File: src/rtl/key_select_pkg.sv
// Shared types and constants for the pushbutton select controller.
package key_select_pkg;

    // Debounce FSM state encoding (one FSM per key channel).
    typedef enum logic [1:0] {
        RELEASED    = 2'd0,
        PRESS_CHK   = 2'd1,
        HELD        = 2'd2,
        RELEASE_CHK = 2'd3
    } key_state_t;

    // 10 ms of stable level at 50 MHz.
    localparam int DEBOUNCE_DEFAULT = 500000;

endpackage

File: src/rtl/key_select_ctrl_if.sv
// Board-side bundle for key_select_ctrl: raw keys in, select/press/held out,
// plus the per-channel FSM state for observation.
// There is no backpressure anywhere: press is a one-cycle strobe that acts as
// a valid with an implied always-ready consumer, and select/held are levels
// that are valid on every cycle.
interface key_select_ctrl_if;
    import key_select_pkg::*;

    logic       key0;
    logic       key1;
    logic [1:0] select;
    logic [1:0] press;
    logic [1:0] held;
    key_state_t state0;
    key_state_t state1;

    modport master (
        output key0, key1,
        input  select, press, held, state0, state1
    );

    modport slave (
        input  key0, key1,
        output select, press, held, state0, state1
    );

endinterface

File: src/rtl/key_debounce.sv
// One pushbutton channel: two-flop synchronizer, debounce FSM with stable-level
// counter, debounced held level and a registered one-cycle press pulse.
// press_set is the combinational "a press is accepted on this edge" flag, so
// the parent can update select on the same edge that raises press.
module key_debounce
    import key_select_pkg::*;
#(
    parameter int DEBOUNCE_CYCLES = DEBOUNCE_DEFAULT,
    parameter int CNT_W           = $clog2(DEBOUNCE_CYCLES)
) (
    input  logic       clk,
    input  logic       rst,
    input  logic       key,
    output logic       held,
    output logic       press,
    output logic       press_set,
    output key_state_t state
);

    localparam logic [CNT_W-1:0] CNT_LAST = CNT_W'(DEBOUNCE_CYCLES - 1);

    logic [1:0]       sync_q;
    logic             s;
    key_state_t       state_q, state_d;
    logic [CNT_W-1:0] cnt_q, cnt_d;
    logic             press_q;

    // Synchronize the inverted (pressed = 1) key level.
    always_ff @(posedge clk or posedge rst) begin
        if (rst) sync_q <= 2'b00;
        else     sync_q <= {sync_q[0], ~key};
    end

    assign s = sync_q[1];

    // State, counter and press pulse registers.
    always_ff @(posedge clk or posedge rst) begin
        if (rst) begin
            state_q <= RELEASED;
            cnt_q   <= '0;
            press_q <= 1'b0;
        end else begin
            state_q <= state_d;
            cnt_q   <= cnt_d;
            press_q <= press_set;
        end
    end

    // Next-state: any level change shorter than the window restarts the check.
    always_comb begin
        state_d   = state_q;
        cnt_d     = cnt_q;
        press_set = 1'b0;
        case (state_q)
            RELEASED: begin
                if (s) begin
                    state_d = PRESS_CHK;
                    cnt_d   = '0;
                end
            end
            PRESS_CHK: begin
                if (!s) begin
                    state_d = RELEASED;
                end else if (cnt_q == CNT_LAST) begin
                    state_d   = HELD;
                    press_set = 1'b1;
                end else begin
                    cnt_d = cnt_q + CNT_W'(1);
                end
            end
            HELD: begin
                if (!s) begin
                    state_d = RELEASE_CHK;
                    cnt_d   = '0;
                end
            end
            RELEASE_CHK: begin
                if (s) begin
                    state_d = HELD;
                end else if (cnt_q == CNT_LAST) begin
                    state_d = RELEASED;
                end else begin
                    cnt_d = cnt_q + CNT_W'(1);
                end
            end
            default: state_d = RELEASED;
        endcase
    end

    assign held  = (state_q == HELD) || (state_q == RELEASE_CHK);
    assign press = press_q;
    assign state = state_q;

endmodule

File: src/rtl/key_select_ctrl.sv
// Pushbutton controller: two debounced key channels driving the select toggle
// register. Optional macro KEY_SELECT_BOTH_CLEAR_EN clears select when a press
// coincides with a press or held level on the other key.
module key_select_ctrl
    import key_select_pkg::*;
#(
    parameter int DEBOUNCE_CYCLES = DEBOUNCE_DEFAULT,
    parameter int CNT_W           = $clog2(DEBOUNCE_CYCLES)
) (
    input  logic              clk,
    input  logic              rst,
    key_select_ctrl_if.slave  bus
);

    logic [1:0] held_w;
    logic [1:0] press_w;
    logic [1:0] press_set;
    logic [1:0] sel_q, sel_d;

    key_debounce #(
        .DEBOUNCE_CYCLES (DEBOUNCE_CYCLES),
        .CNT_W           (CNT_W)
    ) u_key0 (
        .clk       (clk),
        .rst       (rst),
        .key       (bus.key0),
        .held      (held_w[0]),
        .press     (press_w[0]),
        .press_set (press_set[0]),
        .state     (bus.state0)
    );

    key_debounce #(
        .DEBOUNCE_CYCLES (DEBOUNCE_CYCLES),
        .CNT_W           (CNT_W)
    ) u_key1 (
        .clk       (clk),
        .rst       (rst),
        .key       (bus.key1),
        .held      (held_w[1]),
        .press     (press_w[1]),
        .press_set (press_set[1]),
        .state     (bus.state1)
    );

    // Next select: toggle per accepted press, or clear on overlapping keys.
    always_comb begin
        sel_d = sel_q ^ press_set;
`ifdef KEY_SELECT_BOTH_CLEAR_EN
        if ((press_set[0] && (press_set[1] || held_w[1])) ||
            (press_set[1] && (press_set[0] || held_w[0])))
            sel_d = 2'b00;
`endif
    end

    // Select register, updated on the same edge that raises press.
    always_ff @(posedge clk or posedge rst) begin
        if (rst) sel_q <= 2'b00;
        else     sel_q <= sel_d;
    end

    assign bus.select = sel_q;
    assign bus.press  = press_w;
    assign bus.held   = held_w;

endmodule
File: src/flat_wrapper.sv
// flat-port wrapper written by rule: the top's interface ports become plain ports
module key_select_ctrl_flat import key_select_pkg::*;
#(
    parameter int DEBOUNCE_CYCLES = DEBOUNCE_DEFAULT,
    parameter int CNT_W           = $clog2(DEBOUNCE_CYCLES)
)
  (clk, rst, bus_key0, bus_key1, bus_select, bus_press, bus_held, bus_state0, bus_state1);
  key_select_ctrl_if bus_i ();
  input  logic clk;
  input  logic rst;
  input wire logic [$bits(bus_i.key0)-1:0] bus_key0;
  input wire logic [$bits(bus_i.key1)-1:0] bus_key1;
  output wire logic [$bits(bus_i.select)-1:0] bus_select;
  output wire logic [$bits(bus_i.press)-1:0] bus_press;
  output wire logic [$bits(bus_i.held)-1:0] bus_held;
  output wire logic [$bits(bus_i.state0)-1:0] bus_state0;
  output wire logic [$bits(bus_i.state1)-1:0] bus_state1;
  assign bus_i.key0 = bus_key0;
  assign bus_i.key1 = bus_key1;
  assign bus_select = bus_i.select;
  assign bus_press = bus_i.press;
  assign bus_held = bus_i.held;
  assign bus_state0 = bus_i.state0;
  assign bus_state1 = bus_i.state1;
  key_select_ctrl #(.DEBOUNCE_CYCLES(DEBOUNCE_CYCLES), .CNT_W(CNT_W)) u_core (.clk(clk), .rst(rst), .bus(bus_i));
endmodule
File: config.mk
export PLATFORM = sky130hd
export DESIGN_NAME = key_select_ctrl_flat
export DESIGN_NICKNAME = d
export VERILOG_FILES = /design/src/rtl/key_select_pkg.sv /design/src/rtl/key_select_ctrl_if.sv /design/src/rtl/key_debounce.sv /design/src/rtl/key_select_ctrl.sv /design/src/flat_wrapper.sv
export SDC_FILE = /design/constraint.sdc
export NUM_CORES = 1
export LEC_CHECK = 0
export CAP_MARGIN = 0
export CORE_MARGIN = 2
export CORE_UTILIZATION = 45
export DETAILED_ROUTE_END_ITERATION = 10
export HOLD_SLACK_MARGIN = 0.12
export PLACE_DENSITY_LB_ADDON = 0.05
export SYNTH_ARGS = -nofsm -noshare
export SYNTH_HDL_FRONTEND = slang
export SYNTH_HIERARCHICAL = 1
export SYNTH_SLANG_ARGS = --single-unit
export TNS_END_PERCENT = 10
File: constraint.sdc
create_clock -name clk -period 3.7 [get_ports clk]
set_clock_uncertainty 0.1 [all_clocks]
set_input_delay 0.74 -clock clk [delete_from_list [all_inputs] [get_ports clk]]
set_output_delay 0.74 -clock clk [all_outputs]
set_load 0.02 [all_outputs]
==> results.yml, run 1 <==
cts:
  root_buffer: "clkbuf_8"
  clk_path_buf_depth: 2
  cts_resized: 0
  cts_sinks: 50
  tritoncts: "done"
  clock_latency_ns: 0.30
  clk_pin_slew_worst_paths_ns: 0.08
  numCtsBuffers: 5
  h-tree-depth: 2
  hold_buffers: 0
  post_cts_buffers: 0
pwr:
  p_leak_nw: 1.27
  power_per_cell_area_mw_per_mm2: 338
  irDropWorstVdd_uv: 192
global_route:
  first_global_vias: 1988
  grt_max_degree: 25
  grt.total_usage_pct: 18.9
  antenna_found_initial: 0
  grt_overflow: 0
  grt_pass1_wl_mm: 9.87
logic_synthesis:
  synth.distinct_cells: 44
  synthMuxAreaShare_pct: 4.96
  synth_top_family_by_area: "simple AND/OR/NAND/NOR gates"
  synth-simple-area-share_pct: 23.9
  syn_area_mm2: 0.00278
  synth-seq-cells: 50
  async_flop_share_pct: 100
  yosysTopAreaCell: "dfrtp_1"
  synth_fa_ha_area_share_pct: 0.901
  synth_common_cells: "dfrtp_1 (50), a21oi_1 (22), nand2_1 (22)"
  syn_nets: 283
  synth_edf_count: 0
  syn_avg_cell_area_um2: 10.0
  post-synth-top-count-cell: "dfrtp_1"
  syn-instance-count: 277
  yosysWarningCount: 6
  yosysTopAreaCellShare_pct: 45.1
  synth_xor_area_share_pct: 1.89
  yosysSeqAreaShare_pct: 45.1
  synthTopCellsByArea: "dfrtp_1 (45%), a21oi_1 (4.0%), a31oi_1 (3.2%), nand2_1 (3.0%), nand3_1 (2.9%)"
  synth_compound_area_share_pct: 19.1
  synth_ff_type: "dfrtp_1"
placed_design:
  dp_hpwl_mm: 4.00
  gp_congestion: 0.814
  port_buffers: 13
setup_path:
  critPathBufInv: 1
  timing.rr.end: "u_core/u_key0/cnt_q[16]"
  worstSetupPathType: "flop to output pin"
  r2r_start: "u_core/u_key0/cnt_q[0]"
  reg2reg_slack_ns: 1.39
  crit_path_max_fanout: 11
  cpPeakStageDelay_ns: 0.69
  critPathLaunchType: "flop"
  cp_top_family: "buffers and inverters"
  cp.required_ns: 2.86
  cp.depth: 1
  endpoint_kind: "output pin"
  cpMaxStageDelayCell: "clkdlybuf4s50_1"
  crit_arrival_ns: 1.60
  cp_cell_sequence: "clkdlybuf4s50_1"
  reg2reg_depth: 6
worst_hold_path:
  hp-class: "flop to flop"
  min_from: "u_core/u_key0/sync_q[0]"
  whs_path_depth: 0
  hold_end: "u_core/u_key0/sync_q[1]"
timing:
  tightestPinTransition_ns: 0.965
  fin_setup_tns_ns: 0
  fin_crit_ns: 2.44
  hold_viol_final: 0
  maxSlewViolCount: 0
  hold_slack_ns: 0.259
  fin_crit_sh_pct: 66.0
  setup_viol: 0
  fmax_mhz: 410
  rsz0062_at_grt: "no"
  slew_headroom_pct: 35.6
flow_run:
  cap_violations: 0
floorplan:
  initial_core_util_pct: 46.6
  die_w_um: 82.6
  die_area_mm2: 0.00681
  die_h_um: 82.6
  core_area_mm2: 0.00596
  core.rowCount: 28
  io_pins: 14
final_layout:
  fin_util_pct: 50.5
  syn_to_final_growth_pct: 8.34
  design.final.nets: 294
  layout-drive-gt1-share_pct: 10.1
  num_antenna_cells: 0
drt:
  first_pass_iters: 4
  drt_iter0_markers: 153
  ant_nets: 0
  vias: 2208
  wl_mm: 5.92
  drc: 0
  viasPerCell: 6.10
  wl_per_cell_um: 16.4
status:
  status: "completed"
metrics by stage:
step,cells,setup slack (ns),cell area [µm²],power [W]
floorplan,277,1.67,2780,0.000684
global placement,356,1.45,2930,0.000709
detailed placement,356,1.47,2930,0.000711
CTS,362,1.24,3010,0.00103
global route,362,1.18,3010,0.00107
finish,362,1.26,3010,0.00102
registers in the layout (all words and copies together), names as in the netlist, named ones only:
register,count
u_core/u_key0/press,1
u_core/u_key0/sync_q,2
u_core/u_key1/press,1
u_core/u_key1/sync_q,2
u_core/u_key0/cnt_q,19
u_core/u_key0/state,1
u_core/u_key1/cnt_q,19
u_core/bus.select,2
u_core/u_key1/state,1
layout by cell type (no fill, tap or decap), drive strengths merged, types with 6 or more instances in the layout:
| master | count |
|---|---|
| clkbuf | 6 |
| a21o | 6 |
| a31oi | 14 |
| nor2 | 18 |
| and3 | 6 |
| dfrtp | 50 |
| nor3 | 6 |
| nand3 | 16 |
| a22o | 8 |
| o21ai | 8 |
| clkdlybuf4s50 | 13 |
| nand4 | 8 |
| nor4 | 6 |
| a21oi | 24 |
| inv | 9 |
| nand2 | 22 |
| mux2 | 8 |
logic make-up (layout without fill, tap and decap cells):
| logic type | count (synthesis) | count (layout) |
|---|---|---|
| AOI/OAI and AO/OA | 78 | 78 |
| muxes | 12 | 12 |
| adders and majority gates | 2 | 2 |
| and+or+nand+nor | 110 | 110 |
| DFF | 50 | 50 |
| buffers and inverters | 19 | 29 |
| xor gates and xnor gates | 6 | 6 |
how the worst max path moves through the flow:
stage	startpoint	end	slack (ns)
6_report	u_core/u_key0/state[0]	bus_state0[0]	1.26
5_1_grt	u_core/u_key0/state[0]	bus_state0[0]	1.18
4_1_cts	u_core/u_key0/state[0]	bus_state0[0]	1.24
3_5_place_dp	u_core/u_key1/cnt_q[0]	u_core/u_key1/cnt_q[18]	1.47
3_3_place_gp	u_core/u_key1/cnt_q[6]	u_core/u_key1/cnt_q[10]	1.45
2_1_floorplan	u_core/u_key0/cnt_q[11]	u_core/u_key0/cnt_q[10]	1.67
where the power goes:
group          internal (W)  switching [W]
combinational     0.0000471      0.0000514
clock              0.000145       0.000170
sequential         0.000566      0.0000365
total              0.000758       0.000258
per-layer routing:
metal / global-route usage (%) / vias up / routed length, µm
met5: 0 / - / 0
met1: 30.2 / 1077 / 3160
li1: - / 1070 / -
met2: 25.6 / 61 / 2500
met4: 2.95 / 0 / 0
met3: 5.22 / 0 / 267
layout make-up:
| cell class | instances | area, µm² |
|---|---|---|
| clock buffers | 6 | 82.6 |
| fillers | 564 | 2950 |
| inverters | 9 | 33.8 |
| multi-input cells | 208 | 1410 |
| flip-flops and latches | 50 | 1250 |
| well taps | 75 | 93.8 |
| repair buffers | 14 | 138 |
Power figures use the tool's default switching activity.
==> inputs of run 2 (changes only) <==
clock period = 2.2 ns   (was 3.7 ns; I/O delays follow)
==> run 2 against run 1 <==
Routed wire length increased by 8.6%. Clock-buffer cell count down 1. Largest power group unchanged. Clock power grew 62%. Setup slack worse by 1.2 ns.
==> results.yml, run 2 (synthesis results as in run 1) <==
drt:
  top_layer: "met4"
  drc: 0
  ant_nets: 0
  drt_iter0_markers: 154
  wl_per_cell_um: 15.9
  met1_length_mm: 3.45
  viasPerCell: 5.86
  wl_mm: 6.44
  wl_met2_mm: 2.67
  vias: 2368
  first_pass_iters: 4
  wl_met3_um: 261
pwr:
  pwr-share-comb_pct: 13.4
  pwr-share-seq_pct: 57.1
  p_sw_w: 0.000450
  clock_power_share_pct: 29.5
  finalPower_w: 0.00173
  power_per_cell_area_mw_per_mm2: 521
  p_leak_nw: 1.49
  irDropWorstVdd_uv: 291
  p_int_w: 0.00128
  sw_frac_of_total_pct: 26.0
global_route:
  grt_overflow: 0
  first_global_vias: 2161
  grt_max_degree: 25
  antenna_found_initial: 0
  grt.total_usage_pct: 20.6
  grt_pass1_wl_mm: 10.8
floorplan:
  die_w_um: 82.6
  die_h_um: 82.6
  core_area_mm2: 0.00596
  die_area_mm2: 0.00681
  core.rowCount: 28
  io_pins: 14
  initial_core_util_pct: 46.6
setup_path:
  worstSetupPathType: "flop to flop"
  timing.rr.end: "u_core/u_key0/cnt_q[3]"
  crit_arrival_ns: 2.19
  reg2reg_slack_ns: 0.10
  endpoint_kind: "flop"
  crit_path_max_fanout: 5
  cpMaxStageDelayCell: "or4b_4"
  reg2reg_depth: 5
  startpoint: "u_core/u_key0/cnt_q[6]"
  cp_cell_sequence: "or4b_4 > nor3_4 > a21oi_1 > mux2_1 > a22o_1"
  cpPeakStageDelay_ns: 0.55
  critPathLaunchType: "flop"
  r2r_start: "u_core/u_key0/cnt_q[6]"
  cp.required_ns: 2.29
cts:
  numCtsBuffers: 5
  clock_latency_ns: 0.30
  root_buffer: "clkbuf_8"
  clk_pin_slew_worst_paths_ns: 0.08
  tritoncts: "done"
  h-tree-depth: 2
  cts_sinks: 50
  clk_path_buf_depth: 2
timing:
  fin_crit_sh_pct: 95.4
  fin_setup_tns_ns: 0
  hold_slack_ns: 0.242
  setup_viol: 0
  fin_crit_ns: 2.10
  fmax_mhz: 476
  rsz0062_at_grt: "yes"
  tightestPinTransition_ns: 0.678
  maxSlewViolCount: 0
  slew_headroom_pct: 54.8
  hold_viol_final: 0
final_layout:
  finalNonFillerCells: 404
  design.final.nets: 335
  layout-drive-gt1-share_pct: 22.2
  fin_util_pct: 55.8
  num_antenna_cells: 0
  syn_to_final_growth_pct: 19.8
  nFillCells: 539
  layout_common_cells: "dfrtp_1 (50), buf_4 (42), nand2_1 (22), a21oi_1 (22)"
  mostFrequentLayoutCell: "dfrtp_1"
  largest_registers: "u_core/u_key0/cnt_q (19), u_core/u_key1/cnt_q (19)"
flow_run:
  cap_violations: 0
status:
  status: "completed"
placed_design:
  port_buffers: 13
  dp.cells: 397
  dp_hpwl_mm: 4.59
  gp_congestion: 0.871
worst_hold_path:
  hp-class: "primary input to async pin"
-- run 2: layout make-up --
cell class | count | area [µm²] | share of cell area [%]
clock buffers | 5 | 68.8 | 2.07
clock inverters | 2 | 10.0 | 0.301
inverters | 9 | 33.8 | 1.02
well taps | 75 | 93.8 | 2.82
multi-input cells | 208 | 1420 | 42.8
repair buffers | 55 | 445 | 13.4
flip-flops and latches | 50 | 1250 | 37.6
-- run 2: routing by layer --
layer / vias to the layer above / GRT usage [%]
met3: 6 / 3.37
met1: 1158 / 33.2
met5: - / 0
li1: 1154 / -
met4: 0 / 5.08
met2: 50 / 27.9
-- run 2: power groups by stage --
stage,Sequential (W),Clock [W],Combinational (W)
6_report,0.000988,0.000511,0.000232
3_3_place_gp,0.00101,0,0.000230
4_1_cts,0.000988,0.000537,0.000234
2_1_floorplan,0.00101,0,0.000138
3_5_place_dp,0.00101,0,0.000233
5_1_grt,0.000995,0.000575,0.000258
-- run 2: through the flow --
| stage | cell area, µm² | worst slack (ns) |
|---|---|---|
| 2_1_floorplan | 2780 | 0.168 |
| 3_3_place_gp | 3230 | 0.137 |
| 3_5_place_dp | 3230 | 0.0983 |
| 4_1_cts | 3310 | 0.0922 |
| 5_1_grt | 3330 | -0.0207 |
| 6_report | 3330 | 0.101 |
-- run 2: timing repair --
item / 4_1_cts / 5_1_grt
hold buffers: 0 / 0
resized for setup: 0 / 3
setup endpoints to repair: 0 / 10
hold endpoints to repair: 0 / 0
setup buffers: 0 / 0
-- run 2: how the worst max path moves through the flow --
| stage | end | slack [ns] | depth (start not counted) |
|---|---|---|---|
| after floorplan | u_core/u_key0/cnt_q[10] | 0.17 | 7 |
| after global placement | u_core/u_key1/cnt_q[3] | 0.14 | 6 |
| after detailed placement | u_core/u_key0/cnt_q[10] | 0.1 | 5 |
| after CTS | u_core/u_key0/cnt_q[11] | 0.09 | 7 |
| after global routing | u_core/u_key1/cnt_q[11] | -0.02 | 7 |
| final | u_core/u_key0/cnt_q[3] | 0.10 | 5 |
-- run 2: critical path, delay by kind of cell (launching register included) --
| kind | cells | cell delay [ns] |
|---|---|---|
| compound gates | 2 | 0.31 |
| flops | 1 | 0.39 |
| simple gates | 2 | 0.87 |
| mux | 1 | 0.32 |
==> inputs of run 3 (changes only) <==
CELL_PAD_IN_SITES_DETAIL_PLACEMENT = 1   (was default)
CELL_PAD_IN_SITES_GLOBAL_PLACEMENT = 2   (was default)
CORE_UTILIZATION = 35   (was 45)
==> run 3 against run 2 <==
Global-route usage fell by 1.1 points. Sequential power fell by 0.4%. Critical path type unchanged. Largest cell class unchanged. Maximum frequency fell by 2.4%. Non-clock buffer count rose by 2. Combinational power rose by 9.9%. Total power rose by 10%. Die area rose by 27%. Final cell count rose by 7.4%. Critical endpoint is now u_core/u_key1/cnt_q[8]. Final area rose by 2.7%. Clock power rose by 30%. Worst hold slack got worse by 0.0059 ns. Routed wire length rose by 21%.
==> results.yml, run 3 (synthesis results as in run 1) <==
drt:
  first_pass_iters: 4
  ant_nets: 0
  wl_mm: 7.77
  drt_iter0_markers: 115
  wl_per_cell_um: 17.9
  drc: 0
  viasPerCell: 5.53
  vias: 2402
final_layout:
  stdcell_area_mm2: 0.00342
  syn_to_final_growth_pct: 23.1
  design.final.nets: 337
  layout_common_cells: "dfrtp_1 (50), buf_4 (44), nand2_1 (22), a21oi_1 (22)"
  layout-drive-gt1-share_pct: 23.2
  num_antenna_cells: 0
  largest_registers: "u_core/u_key0/cnt_q (19), u_core/u_key1/cnt_q (19)"
  nFillCells: 906
  mostFrequentLayoutCell: "dfrtp_1"
  finalNonFillerCells: 434
timing:
  rsz0062_at_grt: "yes"
  maxSlewViolCount: 0
  slew_headroom_pct: 65.4
  final.setup.worst_slack_ns: 0.0483
  fin_crit_sh_pct: 97.8
  fin_crit_ns: 2.15
  setup_viol: 0
  tightestPinTransition_ns: 0.514
  hold_viol_final: 0
  fmax_mhz: 465
placed_design:
  dp_hpwl_mm: 5.76
  gp_congestion: 0.821
  port_buffers: 13
  dp.cells: 426
  place_ws_ns: -0.0250
  dpl-instance-area_mm2: 0.00328
cts:
  clock_latency_ns: 0.31
  cts_sinks: 50
  root_buffer: "clkbuf_8"
  clk_pin_slew_worst_paths_ns: 0.09
  hold_buffers: 0
  numCtsBuffers: 5
  clk_path_buf_depth: 2
  h-tree-depth: 2
  post_cts_buffers: 0
  tritoncts: "done"
setup_path:
  cpMaxStageDelayCell: "or4b_4"
  critPathLaunchType: "flop"
  crit_path_max_fanout: 7
  cp_cell_sequence: "or4b_4 > nor3_4 > a31o_2 > inv_2 > a31oi_1"
  endpoint_kind: "flop"
  cp.required_ns: 2.33
  cpPeakStageDelay_ns: 0.55
  worstSetupPathType: "flop to flop"
  crit_arrival_ns: 2.28
  cp_top_family: "simple AND/OR/NAND/NOR gates"
  critPathBufInv: 1
global_route:
  busiest_layer: "met1"
  first_global_vias: 2468
  grt_pass1_wl_mm: 13.3
  grt_max_degree: 25
  grt_util_met3_pct: 2.90
  grtUsageMet1_pct: 30.0
  antenna_found_initial: 0
  grt_util_met2_pct: 28.7
  grt.total_usage_pct: 19.4
  grt_overflow: 0
floorplan:
  core.rowCount: 32
  initial_core_util_pct: 36.1
  core_area_mm2: 0.00769
  die_area_mm2: 0.00866
  die_w_um: 93.1
  io_pins: 14
  die_h_um: 93.1
pwr:
  p_leak_nw: 1.52
  power_per_cell_area_mw_per_mm2: 557
  irDropWorstVdd_uv: 249
worst_hold_path:
  hp-class: "primary input to async pin"
status:
  status: "completed"
flow_run:
  cap_violations: 0
## run 3: changes by cell type in the layout (fill, tap and decap cells not counted)
| cell | previous run | this run |
|---|---|---|
| nor3b_2 | 0 | 2 |
| nor3b_1 | 2 | 0 |
| nor3_2 | 1 | 0 |
| nor3_1 | 3 | 4 |
| bufinv_16 | 0 | 1 |
| a21oi_4 | 1 | 2 |
| a21oi_2 | 1 | 0 |
| buf_4 | 42 | 44 |
## run 3: final timing paths
check / to / depth (start not counted) / slack [ns] / startpoint
hold / removal: u_core/bus.select[1] / 2 / 0.24 / rst
hold reg to reg: u_core/u_key0/sync_q[1] / 0 / 0.26 / u_core/u_key0/sync_q[0]
setup / recovery: u_core/u_key1/cnt_q[8] / 5 / 0.05 / u_core/u_key1/cnt_q[6]
max in group asynchronous: u_core/u_key0/cnt_q[7] / 3 / 1.29 / rst
min in group clk: u_core/u_key0/sync_q[1] / 0 / 0.26 / u_core/u_key0/sync_q[0]
setup reg to reg: u_core/u_key1/cnt_q[8] / 5 / 0.05 / u_core/u_key1/cnt_q[6]
## run 3: area by class of cell
cell class	count	area (µm²)	area share, %
Multi-Input combinational cell	208	1440	42.0
Sequential cell	50	1250	36.6
Timing Repair Buffer	57	460	13.5
Tap cell	102	128	3.73
Clock buffer	5	68.8	2.01
Clock inverter	3	40.0	1.17
Inverter	9	33.8	0.989
## run 3: what timing repair did
item | in CTS | in global routing
pin swaps | 0 | 1
gates resized for setup | 2 | 3
endpoints found under the setup margin | 10 | 10
hold endpoints to repair | 0 | 0
## run 3: metrics by stage
stage	hold slack (ns)	TNS, ns	util (%)	total power [W]
finish	0.236	0	44.4	0.00190
global route	0.266	-0.0735	44.4	0.00200
CTS	0.224	0	44.3	0.00193
detailed placement	0.243	-0.0250	42.7	0.00126
global placement	0.236	0	42.7	0.00125
floorplan	0.0812	0	-	0.00115
## run 3: power breakdown
| part | switching, W | internal, W | total (W) |
|---|---|---|---|
| registers | 0.0000310 | 0.000953 | 0.000984 |
| clock network | 0.000330 | 0.000336 | 0.000666 |
| logic | 0.000135 | 0.000120 | 0.000255 |
| total | 0.000497 | 0.00141 | 0.00190 |
## run 3: worst register-to-register path, cell delays in order (launching register included)
cell,delay [ns]
dfrtp_1,0.40
or4b_4,0.55
nor3_4,0.34
a31o_2,0.34
inv_2,0.13
a31oi_1,0.20
## run 3: metal layers
metal | part of all wire (%) | vias to the layer above
met5 | 0 | -
met4 | 0.71 | 0
met3 | 2.8 | 5
met2 | 43 | 34
met1 | 54 | 1204
li1 | - | 1159
